==> config.mk <==
export PLATFORM = sky130hd
export DESIGN_NAME = avalon_width_bridge
export DESIGN_NICKNAME = d
export VERILOG_FILES = /design/src/rtl/avalon_width_bridge.sv
export SDC_FILE = /design/constraint.sdc
export NUM_CORES = 1
export LEC_CHECK = 0
export ABC_AREA = 1
export CORE_MARGIN = 1
export CORE_UTILIZATION = 40
export CTS_CLUSTER_DIAMETER = 120
export DETAILED_ROUTE_END_ITERATION = 6
export GPL_TIMING_DRIVEN = 1
export PLACE_DENSITY = 0.73
export SYNTH_ARGS = -nofsm -noshare
export SYNTH_HDL_FRONTEND = slang
export SYNTH_SLANG_ARGS = --single-unit
==> constraint.sdc <==
create_clock -name clock -period 1.9 [get_ports clock]
set_input_delay 0.19 -clock clock [delete_from_list [all_inputs] [get_ports clock]]
set_output_delay 0.19 -clock clock [all_outputs]
set_load 0.02 [all_outputs]
==> src/rtl/avalon_width_bridge.sv <==
// avalon_width_bridge: narrow WIDTHD slave to WIDTHD*RATIO master Avalon-MM bridge.
// Define WIDTH_BRIDGE_TAG_CHECK_EN to tag the read latch and refetch on a miss.
module avalon_width_bridge #(
    parameter int WIDTHA = 8,
    parameter int WIDTHD = 16,
    parameter int RATIO  = 4
) (
    input  logic                                clock,
    input  logic                                sreset,
    input  logic [WIDTHA-1:0]                   s_address,
    input  logic [WIDTHD/8-1:0]                 s_byteenable,
    input  logic [WIDTHD-1:0]                   s_writedata,
    output logic [WIDTHD-1:0]                   s_readdata,
    input  logic                                s_read,
    input  logic                                s_write,
    output logic                                s_waitrequest,
    output logic [WIDTHA-$clog2(RATIO)-1:0]     d_address,
    output logic [WIDTHD*RATIO/8-1:0]           d_byteenable,
    output logic [WIDTHD*RATIO-1:0]             d_writedata,
    input  logic [WIDTHD*RATIO-1:0]             d_readdata,
    output logic                                d_read,
    output logic                                d_write,
    input  logic                                d_waitrequest
);
    localparam int L  = $clog2(RATIO);
    localparam int BL = WIDTHD / 8;
    localparam int BB = BL * RATIO;
    localparam logic [1:0] IDLE = 2'd0, RD = 2'd1, WR = 2'd2, ACK = 2'd3;

    logic [1:0]              state;
    logic [L-1:0]            lane;
    logic [WIDTHA-L-1:0]     word;
    logic [BB-1:0]           be_acc;
    logic [BB-1:0]           be_next;
    logic [WIDTHD*RATIO-1:0] rd_latch;
    logic                    miss, rd_fetch, wr_top;

    assign lane = s_address[L-1:0];
    assign word = s_address[WIDTHA-1:L];

`ifdef WIDTH_BRIDGE_TAG_CHECK_EN
    logic [WIDTHA-L-1:0] tag;
    logic                valid;
    assign miss = !valid || tag != word;
`else
    assign miss = 1'b0;
`endif

    // a write always wins over a simultaneous read
    assign rd_fetch      = s_read && !s_write && (lane == '0 || miss);
    assign wr_top        = s_write && lane == '1;
    assign s_waitrequest = state == IDLE ? wr_top || rd_fetch : state != ACK;
    assign s_readdata    = rd_latch[lane*WIDTHD +: WIDTHD];
    assign be_next       = be_acc | (BB'(s_byteenable) << ((RATIO-1)*BL));

    always_ff @(posedge clock) begin
        if (sreset) begin
            state        <= IDLE;
            d_read       <= 1'b0;
            d_write      <= 1'b0;
            d_address    <= '0;
            d_writedata  <= '0;
            d_byteenable <= '0;
            rd_latch     <= '0;
            be_acc       <= '0;
`ifdef WIDTH_BRIDGE_TAG_CHECK_EN
            tag          <= '0;
            valid        <= 1'b0;
`endif
        end else begin
            case (state)
                IDLE: begin
                    if (s_write) begin
                        d_writedata[lane*WIDTHD +: WIDTHD] <= s_writedata;
                        if (lane == '1) begin
                            d_address    <= word;
                            d_byteenable <= be_next;
                            d_write      <= 1'b1;
                            state        <= WR;
                        end else begin
                            be_acc[lane*BL +: BL] <= be_acc[lane*BL +: BL] | s_byteenable;
                        end
                    end else if (rd_fetch) begin
                        d_address <= word;
                        d_read    <= 1'b1;
                        state     <= RD;
                    end
                end
                RD: begin
                    if (!d_waitrequest) begin
                        rd_latch <= d_readdata;
                        d_read   <= 1'b0;
                        state    <= ACK;
`ifdef WIDTH_BRIDGE_TAG_CHECK_EN
                        tag      <= d_address;
                        valid    <= 1'b1;
`endif
                    end
                end
                WR: begin
                    if (!d_waitrequest) begin
                        d_write <= 1'b0;
                        be_acc  <= '0;
                        state   <= ACK;
`ifdef WIDTH_BRIDGE_TAG_CHECK_EN
                        if (tag == d_address)
                            valid <= 1'b0;
`endif
                    end
                end
                default: state <= IDLE;
            endcase
        end
    end
endmodule
== After elaboration in Yosys (flattened, before gate mapping) ==
Index checks and enable logic that the tools add are counted.
Widths: inputs -> output; s select.

* Bits of input ports: 95
* Flip-flop bits (word level): 154

* Bitwise operators: 3
* Reduce and logical (&&, ||, !) cells: 19
* Equal/unequal tests: 15
* Multiplexer cells: 22
* Add/subtract/negate cells: 2
* Shifts and indexed selects: 6

{| class="wikitable"
|+ Operators by type and width
! kind !! number
|-
| $bwmux 64 || 1
|-
| $shift 16x34->64 const A || 1
|-
| $shiftx 16x34->64 || 1
|-
| $shiftx 64x7->16 || 1
|-
| $neg 3->34 || 1
|-
| $neg 6->34 || 1
|-
| $shift 2x34->8 const A || 1
|-
| $shiftx 2x34->8 || 1
|-
| $mux 8 || 3
|-
| $mux 6 || 3
|-
| $ne 2x2->1 const B || 8
|-
| $pmux 8 s2 || 1
|-
| $reduce_and 4->1 || 3
|-
| $reduce_and 3->1 || 3
|-
| $bwmux 8 || 1
|-
| $mux 2 || 4
|-
| $or 8x8->8 || 1
|-
| $shiftx 8x4->2 || 1
|-
| $mux 1 || 6
|-
| $reduce_bool 2->1 || 3
|-
| $eq 2x2->1 const B || 2
|-
| $logic_not 2->1 || 2
|-
| $ne 2x1->1 const B || 2
|-
| $pmux 1 s2 || 2
|-
| 11 further kinds || 14
|}

== Depth between registers and ports, before layout ==
Gate-level depths: netlist of the first run.

* Word-level depth: 7
* Gate-level depth with buffers: 11

== Worst setup path before layout of the first run ==
No wires, ideal clock.

* Kind: input -> register
* Start point: input port s_address[0]
* End point: register d_writedata[10]
* Path buffers: 4
* Path slack: -13 ps
* Required time: 1830 ps
* Data arrival time: 1842 ps
* Cell stages on the path: 11
* Cell sequence: buf_2 inv_2 buf_2 buf_2 ha_1 inv_2 nand4_2 nor2_4 buf_4 nand2_1 a21oi_1

* Word-level cells in the longest chain between the ends: 3

{| class="wikitable"
|+ Ends and longest elaborated chain
! item !! RTL line !! text
|-
| from (decl) || 10 || <nowiki>input logic [WIDTHA-1:0] s_address,</nowiki>
|-
| $neg 6->34 * || 74 || <nowiki>d_writedata[lane*WIDTHD +: WIDTHD] <= s_writedata;</nowiki>
|-
| $shiftx 16x34->64 or $shift 16x34->64 (tied branches) || 74 ||
|-
| $bwmux 64 * || 74 ||
|-
| to (signal, indexed assignment) || 74 ||
|-
| to (decl) || 19 || <nowiki>output logic [WIDTHD*RATIO-1:0] d_writedata,</nowiki>
|}

Mark *: on every way between the ends. The rest lies on a longest branch, timed or not.
A chain may end at the register's enable or synchronous reset.

== Worst setup path after layout of the first run ==
* Start point: input port s_address[1]
* End point: output port s_readdata[12]

* Word-level cells in the longest chain between the ends: 1

{| class="wikitable"
|+ Ends and longest elaborated chain
! item !! RTL line !! text
|-
| $shiftx 64x7->16 || 53 || <nowiki>assign s_readdata = rd_latch[lane*WIDTHD +: WIDTHD];</nowiki>
|-
| to (decl) || 13 || <nowiki>output logic [WIDTHD-1:0] s_readdata,</nowiki>
|}

Every way passes these cells.

==> reports/qor.txt, run 1 <==
Die Wd - 127.7 µm
vias in the first global route - 6048
Sink Count - 154
dpl hpwl - 13350 µm
port buffer count - 191
final routed DRC violation total - 0
Final Cycle Share - 0.9703
sequential cell area - 0.003083 mm²
highest ir drop seen on vdd - 0.0006664 V
Final WS setup - 0.05643 ns
clock-pin slew on the worst setup and hold paths - 0.06 ns
max frequency - 542.4 MHz
Detailed Route WL - 19350 µm
post-synthesis sequential area ratio - 0.4877
worst slew pin tran - 0.4175 ns
CTS tree - built
critical path class - input pin to output port
post-route minimum period - 1.844 ns
unrepaired setup endpoints after global routing - no
DIE AREA - 0.01631 mm²
vias post-DR - 6420
CP endpoint kind - output port
IO Pins - 192
most used routing layer in global routing - met2
1st-iter DRT viols - 460
Post-Synthesis Cells - 863
share of cells above drive strength 1 - 0.09581
Layout area overhead - 47.37%
# fillers - 1383
total track usage - 0.2449
Hold-fix buffers, CTS - 0
clock root buffer master - clkbuf_16
met3 Resource Use GR - 0.06594
antenna violations before repair - 0
Routability Congestion - 0.8752
outcome - completed
nets - 1167
pin count of the biggest net entering global routing - 85
first-pass GRT wire length - 31130 µm
dpl ws - -0.2369 ns
average size of a mapped cell - 7.325 µm²
yosys warns - 0
synth unique cells - 23
Worst Path Arrival - 1.65 ns
Mapped Nets - 968
Slew headroom - 0.7217
Power per Cell Area - 1005 mW/mm²
required time worst endpoint - 1.71 ns
Post-Synthesis Cell Area - 0.006321 mm²
CP startpoint kind - input pin
DRT antenna net count - 0
CP Max Fanout - 19
final hold violation count - 0
clk buf depth - 2
CTS Buf Count - 17
setup TNS - 0 ns
total grt overflow - 0
final setup skew - 0.01032 ns
post-DR wirelength/cell - 15.05 µm
H-tree depth - 4
Core Box Area - 0.01531 mm²
Core Rows - 45
multi-input logic area - 0.002904 mm²
met2 capacity usage during global routing - 0.3947
post-layout util - 0.6083
Hold Slack - 0.1835 ns
ANT cells - 0
FF+latch count, synth - 154
initial core utilization - 0.4127
worst min-delay path class - input pin to flop
fin. max-slew vios - 0
Die Ht - 127.7 µm
max cap viols - 0
final setup fails - 0
drt pass-1 iters - 5
Setup Fix Bufs, Post-CTS - 0
clk_lat worst skew - 0.44 ns
met1 usage in global routing - 0.3086
Lkg Pwr - 3.742 nW
DR vias/cell - 4.992
-- cell families (layout without fill, tap and decap cells) --
| kind of cell | count (synthesis) | after routing | synth area share |
|---|---|---|---|
| buffers and inverters | 84 | 296 | 0.05641 |
| AO/OA/AOI/OAI | 215 | 215 | 0.1756 |
| flip-flops | 154 | 154 | 0.4877 |
| AND/OR/NAND/NOR | 400 | 400 | 0.2605 |
| adder cells (fa/ha/maj) | 10 | 10 | 0.01979 |
-- power breakdown --
group | internal [W] | switching [W] | leakage (nW)
Sequential | 0.00361 | 0.000215 | 1.25
Clock | 0.00187 | 0.00144 | 0.285
Combinational | 0.000977 | 0.00125 | 2.21
Total | 0.00645 | 0.00291 | 3.74
-- worst paths after layout --
path / startpoint / endpoint / slack [ns] / cells past startpoint
hold reg to reg: d_byteenable[6]$_SDFFE_PP0P_ / d_byteenable[6]$_SDFFE_PP0P_ / 0.46 / 2
setup / recovery: s_address[1] / s_readdata[12] / 0.06 / 5
setup reg to reg: state[0]$_SDFFE_PP0P_ / be_acc[4]$_SDFFE_PP0P_ / 0.19 / 11
hold / removal: sreset / d_writedata[51]$_SDFFE_PP0P_ / 0.18 / 2
-- cells in the mapped netlist --
cell type  count  area share
nor2_1       206        0.12
dfxtp_1      154        0.49
nand2_1      142       0.084
o21ai_0      117       0.093
a21oi_1       76       0.060
clkbuf_1      38       0.023
inv_1         20       0.012
nand4_1       19       0.019
o22ai_1       16       0.016
buf_2         15       0.012
nand3_1       13       0.010
and3_1        11       0.011
ha_1          10       0.020
buf_4          6      0.0071
inv_2          5      0.0030
nor2_2         3      0.0030
nor2_4         3      0.0053
o211ai_1       3      0.0036
nand2_4        2      0.0036
a211oi_1       1      0.0012
a31oi_1        1     0.00099
nand4_2        1      0.0020
o21a_1         1      0.0012
-- sequential cells by signal, summed over array words and instances, names as in the netlist --
signal and count:
d_read 1, state 2, d_byteenable 8, rd_latch 64, be_acc 8, d_address 6
d_writedata 64, d_write 1
-- critical path: stages --
cell and delay [ns]:
clkdlybuf4s50_1 0.51, buf_4 0.26, o21ai_0 0.12, o22ai_1 0.21
dlygate4sd2_1 0.36
-- area by class of cell --
cell class	instances	area share
tap	211	0.02834
clock inverter	14	0.01464
clock buffer	18	0.04715
sequential	154	0.3310
timing repair buffer	239	0.2571
multi-input combinational	625	0.3118
inverter	25	0.01007
-- cells in the final DEF (no fill, tap or decap), types with 3 or more instances in the layout --
cell,n
inv_2,8
clkbuf_16,17
inv_1,17
clkinv_2,3
ha_1,9
clkdlybuf4s50_1,172
and3_1,11
nand2_1,142
o21ai_0,116
nor2_4,4
clkinv_4,3
dfxtp_1,154
o211ai_1,3
nand3_1,13
inv_6,4
nor2_2,4
a21oi_1,76
o22ai_1,16
dlygate4sd2_1,12
nor2_1,204
buf_4,37
clkdlybuf4s15_1,4
buf_12,12
nand4_1,19
-- through the flow --
stage / cell area [µm²] / total power, W / instances
final: 9315 / 0.009359 / 1286
after CTS: 9305 / 0.009380 / 1286
after floorplan: 6321 / 0.005047 / 863
after global placement: 8742 / 0.006077 / 1254
after global routing: 9315 / 0.009822 / 1286
after detailed placement: 8742 / 0.006100 / 1254
-- per-layer routing --
layer	share of wire	routed length, µm
met5	0	0
met4	0.031	599
met3	0.079	1527
met2	0.45	8796
met1	0.44	8425
-- what timing repair did --
action                                  4_1_cts  5_1_grt
pin swaps                                     0        1
resized for setup                            22        8
endpoints found under the setup margin       17       12
Note: power is estimated with default switching activity, not from simulation.
==> run 2: changes to the inputs <==
--- a/config.mk
+++ b/config.mk
@@ -11,7 +11,7 @@
 export CTS_CLUSTER_DIAMETER = 120
 export DETAILED_ROUTE_END_ITERATION = 6
 export GPL_TIMING_DRIVEN = 1
-export PLACE_DENSITY = 0.73
+export PLACE_DENSITY = 0.74
 export SYNTH_ARGS = -nofsm -noshare
 export SYNTH_HDL_FRONTEND = slang
 export SYNTH_SLANG_ARGS = --single-unit
==> reports/qor.txt, run 2 (synthesis results as in run 1) <==
pin count of the biggest net entering global routing - 85 (unchanged)
final setup skew - 0.007298 ns (-0.003018 ns)
top flop regs - d_writedata: 64 flops, rd_latch: 64 flops
Lkg Pwr - 3.742 nW (about the same)
first-pass GRT wire length - 30550 µm (-1.9%)
clk_lat worst skew - 0.42 ns (-0.02 ns)
fin. max-slew vios - 0 (unchanged)
Core Rows - 45 (unchanged)
ANT cells - 0 (unchanged)
most used routing layer in global routing - met2
final setup fails - 0 (unchanged)
required time worst endpoint - 1.71 ns (about the same)
Core Box Area - 0.01531 mm² (unchanged)
CP startpoint kind - input pin
DIE AREA - 0.01631 mm² (unchanged)
post-DR wirelength/cell - 14.85 µm (-1.3%)
CP max stage delay - 0.60 ns (+0.09 ns)
met2 capacity usage during global routing - 0.3883 (-0.006429)
drt pass-1 iters - 5 (unchanged)
CP Max Fanout - 16 (-3)
total track usage - 0.2406 (-0.004261)
nets - 1167 (unchanged)
commonest cells after routing, fill and taps aside - nor2_1 (203), clkdlybuf4s50_1 (172), dfxtp_1 (154)
Layout area overhead - 47.59%
DRT antenna net count - 0 (unchanged)
antenna violations before repair - 0 (unchanged)
total grt overflow - 0 (unchanged)
slowest CP cell - clkdlybuf4s50_1
outcome - completed
final instance area - 0.009329 mm² (+0.15%)
most common cell after layout, fill and taps aside - nor2_1
final routed DRC violation total - 0 (unchanged)
worst slew pin tran - 0.5612 ns (+0.1437 ns)
critical path class - input pin to output port
met1 usage in global routing - 0.3012 (-0.007353)
vias post-DR - 6571 (+2.4%)
setup TNS - 0 ns (unchanged)
clk buf depth - 2 (unchanged)
CTS Buf Count - 17 (unchanged)
H-tree depth - 4 (unchanged)
clock-pin slew on the worst setup and hold paths - 0.06 ns (about the same)
CP endpoint kind - output port
clock root buffer master - clkbuf_16
Detailed Route WL - 19100 µm (-1.3%)
CTS tree - built
port buffer count - 191 (unchanged)
Final Cycle Share - 0.9729 (+0.002650)
max cap viols - 0 (unchanged)
final hold violation count - 0 (unchanged)
post-route minimum period - 1.849 ns (+0.005035 ns)
max frequency - 540.9 MHz (-0.27%)
CP delay by family, top - buffers and inverters
Slew headroom - 0.6259 (-0.09581)
share of cells above drive strength 1 - 0.1033 (+0.007442)
met3 Resource Use GR - 0.07262 (+0.006678)
DR vias/cell - 5.110 (+2.4%)
area post-placement - 0.008717 mm² (-0.29%)
unrepaired setup endpoints after global routing - no
Setup Fix Bufs, Post-CTS - 0 (unchanged)
initial core utilization - 0.4127 (unchanged)
Hold Slack - 0.2260 ns (+0.04245 ns)
Routability Congestion - 0.8619 (-1.5%)
Worst Path Arrival - 1.66 ns (about the same)
WP buf/inv - 3 (unchanged)
worst min-delay path class - input pin to flop
Sink Count - 154 (unchanged)
1st-iter DRT viols - 383 (-17%)
Die Wd - 127.7 µm (unchanged)
vias in the first global route - 5983 (-1.1%)
Power per Cell Area - 1028 mW/mm² (+2.3%)
Die Ht - 127.7 µm (unchanged)
IO Pins - 192 (unchanged)
dpl hpwl - 13250 µm (-0.78%)
highest ir drop seen on vdd - 0.0006937 V (+4.1%)
CP cell instances - clkdlybuf4s50_1, buf_6, o21ai_0, o22ai_1, dlygate4sd2_1
==> run 2: changes by cell type in the layout (fill, tap and decap cells not counted), sizes merged <==
cell	previous run	this run
clkinvlp	1	3
inv	31	30
bufinv	1	3
clkdlybuf4s15	4	1
dlygate4sd2	12	10
clkinv	6	3
clkbuf	18	23
==> run 2: worst register-to-register path, cell delays in order (launching register included) <==
cell     delay, ns
dfxtp_1       0.34
inv_2         0.06
buf_4         0.13
ha_1          0.18
inv_1         0.09
nor2_4        0.04
inv_2         0.34
buf_12        0.27
nor2_1        0.08
nor2_1        0.11
==> run 2: path summary, 6_finish.rpt <==
path,from,end,slack (ns),depth (start not counted)
setup reg to reg,state[1]$_SDFFE_PP0P_,rd_latch[19]$_SDFFE_PP0P_,0.20,9
hold / removal,sreset,d_writedata[50]$_SDFFE_PP0P_,0.23,3
hold reg to reg,be_acc[7]$_SDFFE_PP0P_,be_acc[7]$_SDFFE_PP0P_,0.46,2
setup / recovery,s_address[1],s_readdata[4],0.05,5
==> run 2: layout make-up <==
cell class | instances | area, µm²
multi-input cells | 625 | 2914
clock buffers | 18 | 439.2
flip-flops and latches | 154 | 3083
fillers | 1420 | 5986
inverters | 25 | 93.84
well taps | 211 | 264.0
clock inverters | 14 | 183.9
repair buffers | 239 | 2351
==> run 2: routing by layer <==
| layer | wire length [µm] | up-vias |
|---|---|---|
| li1 | - | 3256 |
| met1 | 8233 | 3025 |
| met2 | 9022 | 251 |
| met3 | 1335 | 39 |
| met4 | 510 | 0 |
| met5 | 0 | - |
==> run 2: stage by stage <==
stage	utilization	total power, W	cells	setup WS, ns
final	0.6092	0.009589	1286	0.05140
after global routing	0.6092	0.01007	1286	0.004877
after CTS	0.6092	0.009609	1286	0.03265
after detailed placement	0.5692	0.006072	1254	-0.2869
after global placement	0.5692	0.006047	1254	-0.2552
after floorplan	-	0.005047	863	-0.01291
==> run 2: timing repair <==
| action | CTS | global route |
|---|---|---|
| gates resized for setup | 23 | 19 |
| setup endpoints to repair | 17 | 19 |
| pin swaps | 0 | 0 |
| hold buffers | 0 | 0 |
==> run 2: power breakdown <==
part / switching, W / leakage [nW] / internal (W) / total (W)
clock network: 0.00143 / 0.297 / 0.00213 / 0.00356
registers: 0.000220 / 1.25 / 0.00361 / 0.00383
logic: 0.00125 / 2.20 / 0.000947 / 0.00220
total: 0.00290 / 3.74 / 0.00669 / 0.00959
